--- src/rtl/exmem_stage.sv ---
// EX/MEM pipeline stage: registers the ALU result, store data and control
// for one instruction, issues a single-pulse data-memory request for loads
// and stores, stalls upstream until the access completes, latches load data
// and freezes permanently once a dump (halt) instruction is resident.
module exmem_stage #(
    parameter int             DW        = 16,
    parameter int             RW        = 3,
    parameter logic [DW-1:0]  NOP_INSTR = 16'h0800
) (
    input  logic          clk,
    input  logic          rst,
    input  logic          en,
    input  logic [DW-1:0] instr_in,
    input  logic [DW-1:0] alu_in,
    input  logic [DW-1:0] B_in,
    input  logic [DW-1:0] nextPC_in,
    input  logic [RW-1:0] wreg_in,
    input  logic          mem_write_in,
    input  logic          mem_to_reg_in,
    input  logic          reg_write_in,
    input  logic          dump_in,
    input  logic          mem_done,
    input  logic [DW-1:0] mem_rdata,
    output logic [DW-1:0] instr_out,
    output logic [DW-1:0] alu_out,
    output logic [DW-1:0] B_out,
    output logic [DW-1:0] nextPC_out,
    output logic [RW-1:0] wreg_out,
    output logic          mem_write_out,
    output logic          mem_to_reg_out,
    output logic          reg_write_out,
    output logic          dump_out,
    output logic          mem_en,
    output logic          mem_wr,
    output logic [DW-1:0] mem_addr,
    output logic [DW-1:0] mem_wdata,
    output logic [DW-1:0] rdata_out,
    output logic          stall_out,
    output logic          halted
);

    typedef enum logic [1:0] {
        ST_IDLE   = 2'b00,
        ST_ACCESS = 2'b01,
        ST_HALT   = 2'b10
    } state_t;

    state_t state_r;
    state_t next_state_s;
    logic   served_r;
    logic   load_s;
    logic   memop_s;
    logic   rd_upd_s;

    // A store flag wins over a load flag, so the request direction is simply the store bit.
    assign memop_s   = mem_write_out | mem_to_reg_out;
    assign load_s    = en & ~stall_out;
    assign mem_wr    = mem_write_out;
    assign mem_addr  = alu_out;
    assign mem_wdata = B_out;
    assign halted    = (state_r == ST_HALT);

    // Pipeline register: capture the upstream instruction when the stage is free to advance.
    always_ff @(posedge clk or negedge rst) begin
        if (!rst) begin
            instr_out      <= NOP_INSTR;
            alu_out        <= {DW{1'b0}};
            B_out          <= {DW{1'b0}};
            nextPC_out     <= {DW{1'b0}};
            wreg_out       <= {RW{1'b0}};
            mem_write_out  <= 1'b0;
            mem_to_reg_out <= 1'b0;
            reg_write_out  <= 1'b0;
            dump_out       <= 1'b0;
        end else if (load_s) begin
            instr_out      <= instr_in;
            alu_out        <= alu_in;
            B_out          <= B_in;
            nextPC_out     <= nextPC_in;
            wreg_out       <= wreg_in;
            mem_write_out  <= mem_write_in;
            mem_to_reg_out <= mem_to_reg_in;
            reg_write_out  <= reg_write_in;
            dump_out       <= dump_in;
        end else begin
            instr_out      <= instr_out;
            alu_out        <= alu_out;
            B_out          <= B_out;
            nextPC_out     <= nextPC_out;
            wreg_out       <= wreg_out;
            mem_write_out  <= mem_write_out;
            mem_to_reg_out <= mem_to_reg_out;
            reg_write_out  <= reg_write_out;
            dump_out       <= dump_out;
        end
    end

    // Served flag: remembers that the resident entry already issued its request,
    // so holding the stage (en=0) never produces a second pulse.
    always_ff @(posedge clk or negedge rst) begin
        if (!rst) begin
            served_r <= 1'b0;
        end else if (load_s) begin
            served_r <= 1'b0;
        end else if (mem_en) begin
            served_r <= 1'b1;
        end else begin
            served_r <= served_r;
        end
    end

    // State register for the memory-handshake / halt controller.
    always_ff @(posedge clk or negedge rst) begin
        if (!rst) begin
            state_r <= ST_IDLE;
        end else begin
            state_r <= next_state_s;
        end
    end

    // Next-state and handshake outputs; a resident dump keeps the stage frozen
    // so nothing behind it is accepted while the halt takes effect.
    always_comb begin
        next_state_s = state_r;
        mem_en       = 1'b0;
        stall_out    = 1'b0;
        rd_upd_s     = 1'b0;
        case (state_r)
            ST_IDLE: begin
                if (memop_s && !served_r) begin
                    mem_en = 1'b1;
                    if (mem_done) begin
                        rd_upd_s     = ~mem_write_out;
                        stall_out    = dump_out;
                        next_state_s = dump_out ? ST_HALT : ST_IDLE;
                    end else begin
                        stall_out    = 1'b1;
                        next_state_s = ST_ACCESS;
                    end
                end else if (dump_out) begin
                    stall_out    = 1'b1;
                    next_state_s = ST_HALT;
                end else begin
                    next_state_s = ST_IDLE;
                end
            end
            ST_ACCESS: begin
                if (mem_done) begin
                    rd_upd_s     = ~mem_write_out;
                    stall_out    = dump_out;
                    next_state_s = dump_out ? ST_HALT : ST_IDLE;
                end else begin
                    stall_out    = 1'b1;
                    next_state_s = ST_ACCESS;
                end
            end
            ST_HALT: begin
                stall_out    = 1'b1;
                next_state_s = ST_HALT;
            end
            default: begin
                next_state_s = ST_IDLE;
            end
        endcase
    end

    // Load-data latch: only a completion belonging to an outstanding load updates it.
    always_ff @(posedge clk or negedge rst) begin
        if (!rst) begin
            rdata_out <= {DW{1'b0}};
        end else if (rd_upd_s) begin
            rdata_out <= mem_rdata;
        end else begin
            rdata_out <= rdata_out;
        end
    end

endmodule

--- config.mk ---
export PLATFORM = sky130hd
export DESIGN_NAME = exmem_stage
export DESIGN_NICKNAME = d
export VERILOG_FILES = /design/src/rtl/exmem_stage.sv
export SDC_FILE = /design/constraint.sdc
export NUM_CORES = 1
export LEC_CHECK = 0
export CORE_ASPECT_RATIO = 1.5
export CORE_MARGIN = 3
export CORE_UTILIZATION = 33
export CTS_CLUSTER_SIZE = 24
export DETAILED_ROUTE_END_ITERATION = 10
export DONT_BUFFER_PORTS = 1
export PLACE_DENSITY = 0.59
export SLEW_MARGIN = 20
export SYNTH_ARGS = -nofsm -noshare
export SYNTH_HDL_FRONTEND = slang
export SYNTH_SLANG_ARGS = --single-unit
--- constraint.sdc ---
create_clock -name clk -period 1.85 [get_ports clk]
set_clock_uncertainty 0.2 [all_clocks]
set_input_delay 0.2775 -clock clk [delete_from_list [all_inputs] [get_ports clk]]
set_output_delay 0.2775 -clock clk [all_outputs]
set_load 0.02 [all_outputs]
==> flow_summary.ini, run 1 <==
[logic_synthesis]
yosysTopAreaCell = dfrtp_1
postSynthAreaPerCell_um2 = 15.5
synth_top_area_share_pct = 59.7
yosysWarnings = 0
synth_cell_types = 24
synthCells = 241
syn_nets = 332
syn-cell-area_um2 = 3730
ys_seq_area_share_pct = 60.4
synth_seq_cells = 90
synth_area_leaders = dfrtp_1 60%, mux2_2 17%, mux2_1 9.7%

[place]
place_congestion = 0.725
port_buffers = 0
dpl_worst_slack_ns = -0.125
dp_hpwl_mm = 5.28

[finish]
syn2layout_area_growth_pct = 44.8
antennaDiodeCount = 0
drive_gt1_share_pct = 43.0
layout.nets = 416

[setup_path]
arrival_ns = 2.00
r2r_slack_ns = -0.13
critPathMaxFanout = 15
r2r-end = nextPC_out[1]
critPathLaunchType = flip-flop
worstRegToRegCells = 6
reg2reg_from = served_r
worstPathRequired_ns = 1.87
crit_type = reg -> reg
end_kind = flip-flop

[outcome]
status = complete, but fails checks
violations = hold timing, setup timing

[route]
first_pass_iters = 4
vias = 2245
first_iter_violations = 64
wl_per_cell_um = 19.5
antenna_left = 0
viasPerCell = 4.74
drc = 0
routed_wirelength_mm = 9.26

[grt]
grt_usage_pct = 14.8
antenna_found_initial = 0
grt_max_degree = 91
grt_pass1_wl_mm = 14.3
grt_pass1_vias = 2562
grt_overflow = 0

[sta]
fmax_mhz = 505
relSlewSlack_pct = 63.7
setup_viol = 72
final.setup.worst_slack_ns = -0.132
tightest_slew_ns = 0.543
maxSlewViolCount = 0
fin_crit_ns = 1.98
finalCritPeriodShare_pct = 107
hold_slack_ns = -0.566
rsz0062_at_grt = yes
final_hold_viol_count = 90

[cts]
cts_buffer_depth = 2
cts-root-buf = clkbuf_16
tritoncts = done
numCtsBuffers = 9
clk_pin_slew_ns = 0.07
cts_hold_buffers = 88
clock-sinks = 90
cts.htree.levels = 3
insertion_delay_ns = 0.33

[power_and_ir_drop]
vdd_drop_max_mv = 0.676
leakage_uw = 0.00260
pwr-share-seq_pct = 54.2
power.share.clock_pct = 18.6
p_sw_share_pct = 40.7
total_power_uw = 10100
netSwitchingPower_uw = 4110
p_comb_share_pct = 27.3
power.density_nw_per_um2 = 1870
internal-power_uw = 5970

[die]
chipHeight_um = 136
initial_core_util_pct = 34.5
die_w_um = 92.8
row_count = 46
coreArea_um2 = 10800
die-area_um2 = 12600
io_pins = 214

[worst_hold_path]
hold_class = in -> async

[flow_run]
drv_cap = 0
==> area by class of cell <==
type                    count  area [um^2]
clock buffers              11          253
clock inverters             5         60.1
fillers                   929         5420
inverters                   2         7.51
multi-input cells         106         1420
flip-flops and latches     90         2260
well taps                 144          180
repair buffers            116         1220
==> cell usage after synthesis, drive strengths merged <==
library cell,n
o32a,1
buf,43
a21o,1
nor4b,1
a22oi,1
nand3b,1
o21bai,1
inv,2
nor3,2
dfstp,1
mux2,87
nor2b,2
a211oi,1
nor3b,1
o21ai,2
nor2,2
nor4bb,1
dfrtp,89
a21oi,1
and3,1
==> power by group through the flow <==
stage | registers, uW | logic (uW) | clock network, uW
floorplan | 4740 | 2350 | 0
global placement | 5430 | 1650 | 0
detailed placement | 5440 | 1730 | 0
CTS | 5450 | 2600 | 1950
global route | 5610 | 2940 | 2020
finish | 5460 | 2750 | 1870
==> routing by layer <==
layer	part of all wire, %	track usage [%]	vias up
met4	2.1	6.52	0
li1	-	-	968
met5	0	0	-
met1	34	14.8	1156
met3	6.8	5.04	15
met2	57	27.4	106
==> flip-flops by register name (all words and copies together) (netlist names), 2 cells and up <==
name and cells:
rdata_out 16, wreg_out 3, instr_out 16, B_out 16, alu_out 16, nextPC_out 16
state_r 2
==> cells in the final DEF (no fill, tap or decap), drive strengths merged <==
master / count
nor3b: 1
o21ai: 2
nor2: 2
nand3b: 1
clkinvlp: 1
o32a: 1
dfrtp: 89
a22oi: 1
clkbuf: 11
buf: 28
o21bai: 1
nor2b: 2
clkinv: 1
a211oi: 1
dfstp: 1
nor4bb: 1
nor4b: 1
nor3: 2
inv: 4
mux2: 87
and3: 1
bufinv: 1
a21o: 1
dlygate4sd3: 88
a21oi: 1
==> through the flow <==
| stage | utilization, % | instances | instance area (um^2) | setup TNS (ns) |
|---|---|---|---|---|
| floorplan | - | 241 | 3780 | -4.76 |
| global placement | 34.6 | 357 | 3750 | -2.90 |
| detailed placement | 34.6 | 357 | 3750 | -5.07 |
| CTS | 49.1 | 473 | 5320 | -8.09 |
| global route | 49.9 | 474 | 5400 | -12.16 |
| finish | 49.9 | 474 | 5400 | -6.77 |
==> worst max-delay path, cell delays in order (launching register included) <==
cell and delay (ns):
dfrtp_1 0.38, o21bai_4 0.18, buf_4 0.14, a211oi_4 0.24, buf_6 0.20, buf_12 0.17, mux2_2 0.34
==> worst max-delay path by stage <==
stage / depth (start not counted) / to / from
after global placement: 3 / rdata_out[12] / mem_to_reg_out
after detailed placement: 3 / rdata_out[1] / state_r[0]
after floorplan: 5 / mem_to_reg_out / state_r[1]
after global routing: 6 / instr_out[0] / served_r
after CTS: 5 / stall_out / served_r
final: 6 / nextPC_out[1] / served_r
==> cell families after synthesis <==
| family | synth area share (%) |
|---|---|
| mux | 26.2 |
| compound gates | 1.81 |
| flops | 60.4 |
| buf+inv | 9.35 |
| simple gates | 2.21 |
==> repair_timing <==
| item | CTS | global route |
|---|---|---|
| setup buffers | 9 | 1 |
| resized for setup | 56 | 19 |
| setup endpoints to repair | 89 | 90 |
| pin swaps | 4 | 2 |
| endpoints found under the hold margin | 179 | 90 |
| cloned | 3 | 0 |
(Power assumes the default switching activity.)
==> inputs of run 2 (changes only) <==
--- a/config.mk
+++ b/config.mk
@@ -12,6 +12,7 @@
 export DETAILED_ROUTE_END_ITERATION = 10
 export DONT_BUFFER_PORTS = 1
 export PLACE_DENSITY = 0.59
+export SKIP_LAST_GASP = 1
 export SLEW_MARGIN = 20
 export SYNTH_ARGS = -nofsm -noshare
 export SYNTH_HDL_FRONTEND = slang
==> run 2 against run 1 <==
  * The run still ends with hold timing, setup timing left
  * Setup slack lost 0.014 ns
  * Register-to-register slack is essentially flat
  * Largest power group unchanged
  * Hold slack got worse by 0.0026 ns
  * Utilization grew 0.97 points
  * Critical endpoint is now nextPC_out[15]
  * Maximum frequency is 0.70% lower
==> flow_summary.ini, run 2 (synthesis gave the netlist of run 1 again) <==
[power_and_ir_drop]
p_sw_share_pct = 40.6
pwr-share-seq_pct = 53.4
power.density_nw_per_um2 = 1860
power.share.clock_pct = 18.3
p_comb_share_pct = 28.4
leakage_uw = 0.00267
netSwitchingPower_uw = 4160
vdd_drop_max_mv = 0.710
internal-power_uw = 6090

[cts]
insertion_delay_ns = 0.33
tritoncts = done
cts_hold_buffers = 88
cts_buffer_depth = 2
numCtsBuffers = 9
clock-sinks = 90
cts.htree.levels = 3
clk_pin_slew_ns = 0.07
cts-root-buf = clkbuf_16

[finish]
final_cell_mix = 88 x dlygate4sd3_1, 85 x dfrtp_1, 65 x mux2_4
layout.nets = 419
syn2layout_area_growth_pct = 47.6
antennaDiodeCount = 0
drive_gt1_share_pct = 44.7
layout_commonest_cell = dlygate4sd3_1
fillCellCount = 908
fin_area_um2 = 5510

[outcome]
violations = hold timing, setup timing
status = complete, but fails checks

[die]
row_count = 46
coreArea_um2 = 10800
die_w_um = 92.8
chipHeight_um = 136
initial_core_util_pct = 34.5
io_pins = 214
die-area_um2 = 12600

[sta]
tightest_slew_ns = 0.538
relSlewSlack_pct = 64.0
hold_slack_ns = -0.568
rsz0062_at_grt = yes
maxSlewViolCount = 0
final.setup.worst_slack_ns = -0.146
finalCritPeriodShare_pct = 108
fmax_mhz = 501
final_hold_viol_count = 90
fin_crit_ns = 2.00
setup_viol = 73

[setup_path]
worstPathRequired_ns = 1.87
arrival_ns = 2.01
end_kind = flip-flop
crit_path_max_incr_delay_ns = 0.38
critPathMaxFanout = 8
crit_family = buffers and inverters
path_cells = o21bai_4 -> buf_6 -> a211oi_4 -> buf_12 -> clkbuf_16 -> mux2_4
crit_type = reg -> reg
path_buf_inv = 3
critPathLaunchType = flip-flop
slowest_stage = dfrtp_1

[grt]
antenna_found_initial = 0
grt_max_degree = 91
grt_pass1_wl_mm = 13.7
grt_overflow = 0
grt_usage_pct = 14.2
grt_pass1_vias = 2603

[route]
drc = 0
first_pass_iters = 4
antenna_left = 0
wl_per_cell_um = 20.5
routed_wirelength_mm = 9.80
first_iter_violations = 52
viasPerCell = 4.80
vias = 2290

[place]
place_congestion = 0.725
place_area_um2 = 3750
port_buffers = 0
dp_hpwl_mm = 5.28

[worst_hold_path]
hold_class = in -> async

[flow_run]
drv_cap = 0
==> run 2: layout make-up <==
cell class              count  area [um^2]  area share, %
repair buffers            119         1310           23.8
multi-input cells         106         1440           26.1
clock buffers              11          253           4.59
inverters                   2         7.51          0.136
clock inverters             5         60.1           1.09
flip-flops and latches     90         2260           41.0
well taps                 144          180           3.27
==> run 2: what timing repair did <==
item / CTS / global route
setup buffers: 9 / 1
cloned: 3 / 4
setup endpoints to repair: 89 / 90
gates resized for setup: 12 / 72
pin swaps: 4 / 3
endpoints found under the hold margin: 179 / 90
==> run 2: stage by stage <==
step / util, % / power, uW / TNS, ns / setup slack, ns / cells
after global placement: 34.6 / 7080 / -2.90 / -0.0665 / 357
after detailed placement: 34.6 / 7170 / -5.07 / -0.125 / 357
after global routing: 50.9 / 10800 / -13.60 / -0.210 / 477
after floorplan: - / 7090 / -4.76 / -0.0723 / 241
after CTS: 47.6 / 9540 / -8.56 / -0.160 / 473
final: 50.9 / 10300 / -8.11 / -0.146 / 477
==> run 2: final timing paths <==
kind                                   start              to  slack (ns)  depth (start not counted)
worst max-delay path                served_r  nextPC_out[15]       -0.15                          6
worst min-delay path                     rst   nextPC_out[5]       -0.57                          0
worst max register to register      served_r  nextPC_out[15]       -0.15                          6
worst min register to register  rdata_out[2]    rdata_out[2]        0.47                          1
max in group asynchronous                rst   instr_out[11]        1.81                          0
min in group clk                          en        served_r        0.03                          2
==> run 2: power by group through the flow <==
stage                     sequential [uW]  combinational (uW)  clock [uW]
after global routing                 5630                3100        2030
after detailed placement             5440                1730           0
after CTS                            5430                2150        1950
after floorplan                      4740                2350           0
final                                5470                2910        1870
after global placement               5430                1650           0
==> run 2: layer usage <==
layer | up-vias | wire length [um] | global-route usage, %
met2 | 107 | 5760 | 27.5
met5 | - | 0 | 0
li1 | 979 | - | -
met4 | 0 | 169 | 6.60
met1 | 1191 | 3230 | 12.9
met3 | 13 | 652 | 4.98
